### config.mk
export PLATFORM = sky130hd
export DESIGN_NAME = tt_um_emern_spi_host
export DESIGN_NICKNAME = d
export VERILOG_FILES = /design/src/rtl/tt_um_emern_spi_host.sv
export SDC_FILE = /design/constraint.sdc
export NUM_CORES = 1
export LEC_CHECK = 0
export ABC_AREA = 1
export CAP_MARGIN = 10
export CORE_MARGIN = 2
export CORE_UTILIZATION = 66
export CTS_BUF_LIST = sky130_fd_sc_hd__clkbuf_4 sky130_fd_sc_hd__clkbuf_8
export DETAILED_ROUTE_END_ITERATION = 8
export DONT_BUFFER_PORTS = 1
export PLACE_DENSITY_LB_ADDON = 0.05
export SYNTH_ARGS = -nofsm -noshare
export SYNTH_HDL_FRONTEND = slang
export SYNTH_SLANG_ARGS = --single-unit
### constraint.sdc
create_clock -name clk -period 1.9 [get_ports clk]
set_input_delay 0.19 -clock clk [delete_from_list [all_inputs] [get_ports clk]]
set_output_delay 0.19 -clock clk [all_outputs]
set_load 0.01 [all_outputs]
### src/rtl/tt_um_emern_spi_host.sv
// tt_um_emern_spi_host: SPI mode 0 host that streams command bytes into a frame gated by a synchronized INT line.
// Define SPI_HOST_RSP_EN to build the MISO capture path (rsp_byte/rsp_valid); otherwise they are tied to 0.
module tt_um_emern_spi_host #(
  parameter int CLK_DIV = 1,
  parameter int CS_HOLD = 4
) (
  input  logic       clk,
  input  logic       rst,
  input  logic [7:0] cmd_byte,
  input  logic       cmd_last,
  input  logic       cmd_valid,
  output logic       cmd_ready,
  output logic [7:0] rsp_byte,
  output logic       rsp_valid,
  output logic       busy,
  input  logic       int_in,
  output logic       cs_n,
  output logic       sck,
  output logic       mosi,
  input  logic       miso
);
  localparam logic [2:0] IDLE = 3'd0, WAIT_INT = 3'd1, SETUP = 3'd2, SHIFT = 3'd3, NEXT = 3'd4, HOLD = 3'd5;
  logic [2:0] state, bcnt;
  logic [1:0] sync;
  logic [7:0] sr, div, hcnt;
  logic       last, ph, div_end, byte_end;
  assign div_end = div == CLK_DIV[7:0];
  assign byte_end = state == SHIFT && div_end && ph && bcnt == 3'd7;
  assign cmd_ready = !rst && (state == IDLE || state == NEXT);
  assign busy = state != IDLE;
  always_ff @(posedge clk or posedge rst) begin
    if (rst) begin
      state <= IDLE;
      sync <= 2'b00;
      sr <= 8'd0;
      div <= 8'd0;
      hcnt <= 8'd0;
      bcnt <= 3'd0;
      last <= 1'b0;
      ph <= 1'b0;
      cs_n <= 1'b1;
      sck <= 1'b0;
      mosi <= 1'b0;
    end else begin
      sync <= {sync[0], int_in};
      case (state)
        IDLE: if (cmd_valid) begin
          sr <= cmd_byte;
          last <= cmd_last;
          state <= WAIT_INT;
        end
        WAIT_INT: if (sync[1]) begin
          cs_n <= 1'b0;
          mosi <= sr[7];
          div <= 8'd0;
          state <= SETUP;
        end
        SETUP: if (div_end) begin
          div <= 8'd0;
          ph <= 1'b0;
          bcnt <= 3'd0;
          state <= SHIFT;
        end else div <= div + 8'd1;
        SHIFT: if (!div_end) div <= div + 8'd1;
        else begin
          div <= 8'd0;
          ph <= !ph;
          sck <= !ph;
          // ph high means this edge ends the high half-period and lowers sck
          if (ph && bcnt == 3'd7) begin
            hcnt <= 8'd0;
            state <= last ? HOLD : NEXT;
          end else if (ph) begin
            bcnt <= bcnt + 3'd1;
            sr <= {sr[6:0], 1'b0};
            mosi <= sr[6];
          end
        end
        NEXT: if (cmd_valid) begin
          sr <= cmd_byte;
          last <= cmd_last;
          mosi <= cmd_byte[7];
          div <= 8'd0;
          ph <= 1'b0;
          bcnt <= 3'd0;
          state <= SHIFT;
        end
        HOLD: begin
          cs_n <= 1'b1;
          state <= hcnt == CS_HOLD[7:0] ? IDLE : HOLD;
          hcnt <= hcnt + 8'd1;
        end
        default: state <= IDLE;
      endcase
    end
  end
`ifdef SPI_HOST_RSP_EN
  logic [7:0] rx;
  always_ff @(posedge clk or posedge rst) begin
    if (rst) begin
      rx <= 8'd0;
      rsp_byte <= 8'd0;
      rsp_valid <= 1'b0;
    end else begin
      rsp_valid <= byte_end;
      if (state == SHIFT && div_end && !ph) rx <= {rx[6:0], miso};
      if (byte_end) rsp_byte <= rx;
    end
  end
`else
  logic unused_rsp;
  assign unused_rsp = miso ^ byte_end;
  assign rsp_byte = 8'd0;
  assign rsp_valid = 1'b0;
`endif
endmodule

==> flow_summary.toml <==
[outcome]
outcome = "finished clean"

[synthesis]
synthAdderAreaFrac = 0.0340
yosys.area.top_type = "dfrtp_1"
yosysUniqueCellTypes = 32
synthCells = 266
synthTopCellsByArea = "dfrtp_1, nand2_1, inv_1, o21ai_0, nand3_1"
ys_warn_count = 0
avgSynthCellArea_um2 = 8.29
synth_compound_area_frac = 0.115
synth_top_area_frac = 0.408
muxShareOfSynthArea = 0.0318
yosysSeqAreaShare = 0.420
synth_xor_area_frac = 0.0159
yosys_register_bits = 37
synth_top_family_by_area = "simple AND/OR/NAND/NOR gates"
syn_area_mm2 = 0.00221
synth-simple-area-share = 0.279

[layout]
layout_commonest_cell = "nand2_1"
mostFrequentLayoutCells = "nand2_1, dfrtp_1, inv_1"
multi_input_area_mm2 = 0.00108
fillers = 244
drive_gt1_frac = 0.159
nets = 296
antenna_cells = 0
regArea_um2 = 927
area_growth_pct = 6.30

[clock_network]
clockRootBuffer = "clkbuf_4"
cts_buffers = 5
clock_latency_ps = 340
clk_pin_slew_ps = 120
cts-htree-levels = 2
cts_tree = "done"
ctsResizeCount = 0
cts_sinks = 37
cts.path.max_buffers = 2

[global_route]
grt_start_max_net_pins = 38
antenna_found_initial = 0
grt_pass1_wl_mm = 6.43
globalRouteTotalUtil = 0.228
grt-ovfl-total = 0
grt_pass1_vias = 1435

[flow_run]
drv_cap = 0

[route]
wl_per_cell_um = 12.0
drt_pass1_iterations = 4
drcViolationCount = 0
ant_nets = 0
avgViaCountPerCell = 5.19
drt_iter0_markers = 90
vias = 1665
wirelength_mm = 3.84

[timing]
final.min_clock_period_ps = 1660
hold_slack_ps = 47.5
max_freq_mhz = 601
rsz0062_at_grt = "false"
final-hold-violation-count = 0
final.setup_skew_ps = 5.96
fin_crit_sh = 0.876
tns_ps = 0
setup_viol = 0
drv_slew = 0

[floorplanning]
rows = 20
core_area_mm2 = 0.00313
die_h_um = 61.8
start_util = 0.705
dieArea_mm2 = 0.00382
die_w_um = 61.8
io_pins = 28

[worst_setup_path]
critPathMaxFanout = 9
worstPathCellList = "nor2_4 > nand2_1 > nand2_1 > nor2_1 > nor2_4 > inv_1 > nand2_1 > o21ai_0"
slowest_delay_ps = 540
end_kind = "flop"
worstPathArrival_ps = 1900
worst_path_max_delay_cell = "dfrtp_1"
worstPathRequired_ps = 2140
critPathLaunchType = "flop"
crit_type = "flop to flop"
reg2reg_depth = 8
path_common_cell = "nand2_1"

[hold_path]
hold_path_depth = 2
hp-class = "input port to flop"

[power]
p_per_area_mw_per_mm2 = 1530
ir_drop_mv = 0.883
total_power_mw = 3.59
p_leak_nw = 1.14

[place]
port_buffers = 0
dp.final_hpwl_mm = 2.69
place.gp.congestion = 0.842
## critical path, delay by kind of cell (launching register included)
| kind | cells | cell delay (ps) |
|---|---|---|
| AND/OR/NAND/NOR | 6 | 870 |
| flip-flops | 1 | 540 |
| buffers and inverters | 1 | 80 |
| AO/OA/AOI/OAI | 1 | 70 |
## through the flow
| step | util | setup slack, ps | area, um^2 | instances |
|---|---|---|---|---|
| 2_1_floorplan | - | 465 | 2240 | 274 |
| 3_3_place_gp | 0.708 | 243 | 2220 | 309 |
| 3_5_place_dp | 0.708 | 246 | 2220 | 309 |
| 4_1_cts | 0.746 | 223 | 2330 | 320 |
| 5_1_grt | 0.750 | 70.6 | 2340 | 321 |
| 6_report | 0.750 | 237 | 2340 | 321 |
## where the power goes
group          internal (mW)  switching [mW]
Clock                  0.313           0.272
Combinational          0.612            1.14
Sequential              1.03           0.228
Total                   1.95            1.64
## repair_timing
item	4_1_cts	5_1_grt
hold endpoints to repair	38	1
buffers inserted	0	0
hold buffers	3	1
endpoints found under the setup margin	0	0
## worst paths after layout
check / slack (ps) / from / to
worst max register to register: 240 / state[0] / div[1]
worst min register to register: 360 / sync[0] / sync[1]
min in group asynchronous: 390 / rst / div[0]
max in group asynchronous: 1170 / rst / cs_n
worst max-delay path: 240 / state[0] / div[1]
worst min-delay path: 50 / cmd_byte[5] / sr[5]
## sequential cells by signal, summed over array words and instances (netlist names)
| name | count |
|---|---|
| div | 8 |
| hcnt | 8 |
| sr | 8 |
| bcnt | 3 |
| state | 3 |
| sync | 2 |
| cs_n | 1 |
| last | 1 |
| mosi | 1 |
| ph | 1 |
| sck | 1 |
## layout make-up
cell class / count / share of cell area
Multi-Input combinational cell: 192 / 0.462
Sequential cell: 37 / 0.395
Inverter: 33 / 0.0550
Timing Repair Buffer: 7 / 0.0267
Tap cell: 44 / 0.0235
Clock buffer: 6 / 0.0219
Clock inverter: 2 / 0.0160
## per-layer routing
layer  GRT usage  vias to the layer above  wire length, um
met1       0.318                      764             1850
li1            -                      863                -
met5           0                        -                0
met3      0.0807                        5              172
met2       0.343                       33             1780
met4      0.0547                        0               40
## logic make-up (layout without fill, tap and decap cells)
kind of cell             after synthesis  count (layout)
other                                  1               9
AND/OR/NAND/NOR                      125             125
AO/OA/AOI/OAI                         41              41
adder cells (fa/ha/maj)                6               6
buffers and inverters                 45              48
flip-flops                            37              37
XOR/XNOR                               4               4
multiplexers                           7               7
## cells in the mapped netlist
cell	number
nand3_1	21
nand2_1	59
dfrtp_1	36
inv_6	1
a21oi_1	2
o21ai_1	1
mux2i_1	7
buf_4	10
nor2_2	3
nand2_8	1
nand3_4	1
o21ai_2	10
nor2_1	15
nor2_4	3
or2_2	3
xnor2_1	1
dfstp_2	1
buf_6	2
and2_1	1
o22ai_1	3
ha_1	6
xor2_1	3
o21ai_0	23
nand4_1	6
conb_1	1
a21oi_2	1
nand2_4	2
o21bai_1	1
nand2_2	6
inv_2	1
inv_1	31
nor3_1	4
No activity file was read; power rests on OpenSTA's default activity.
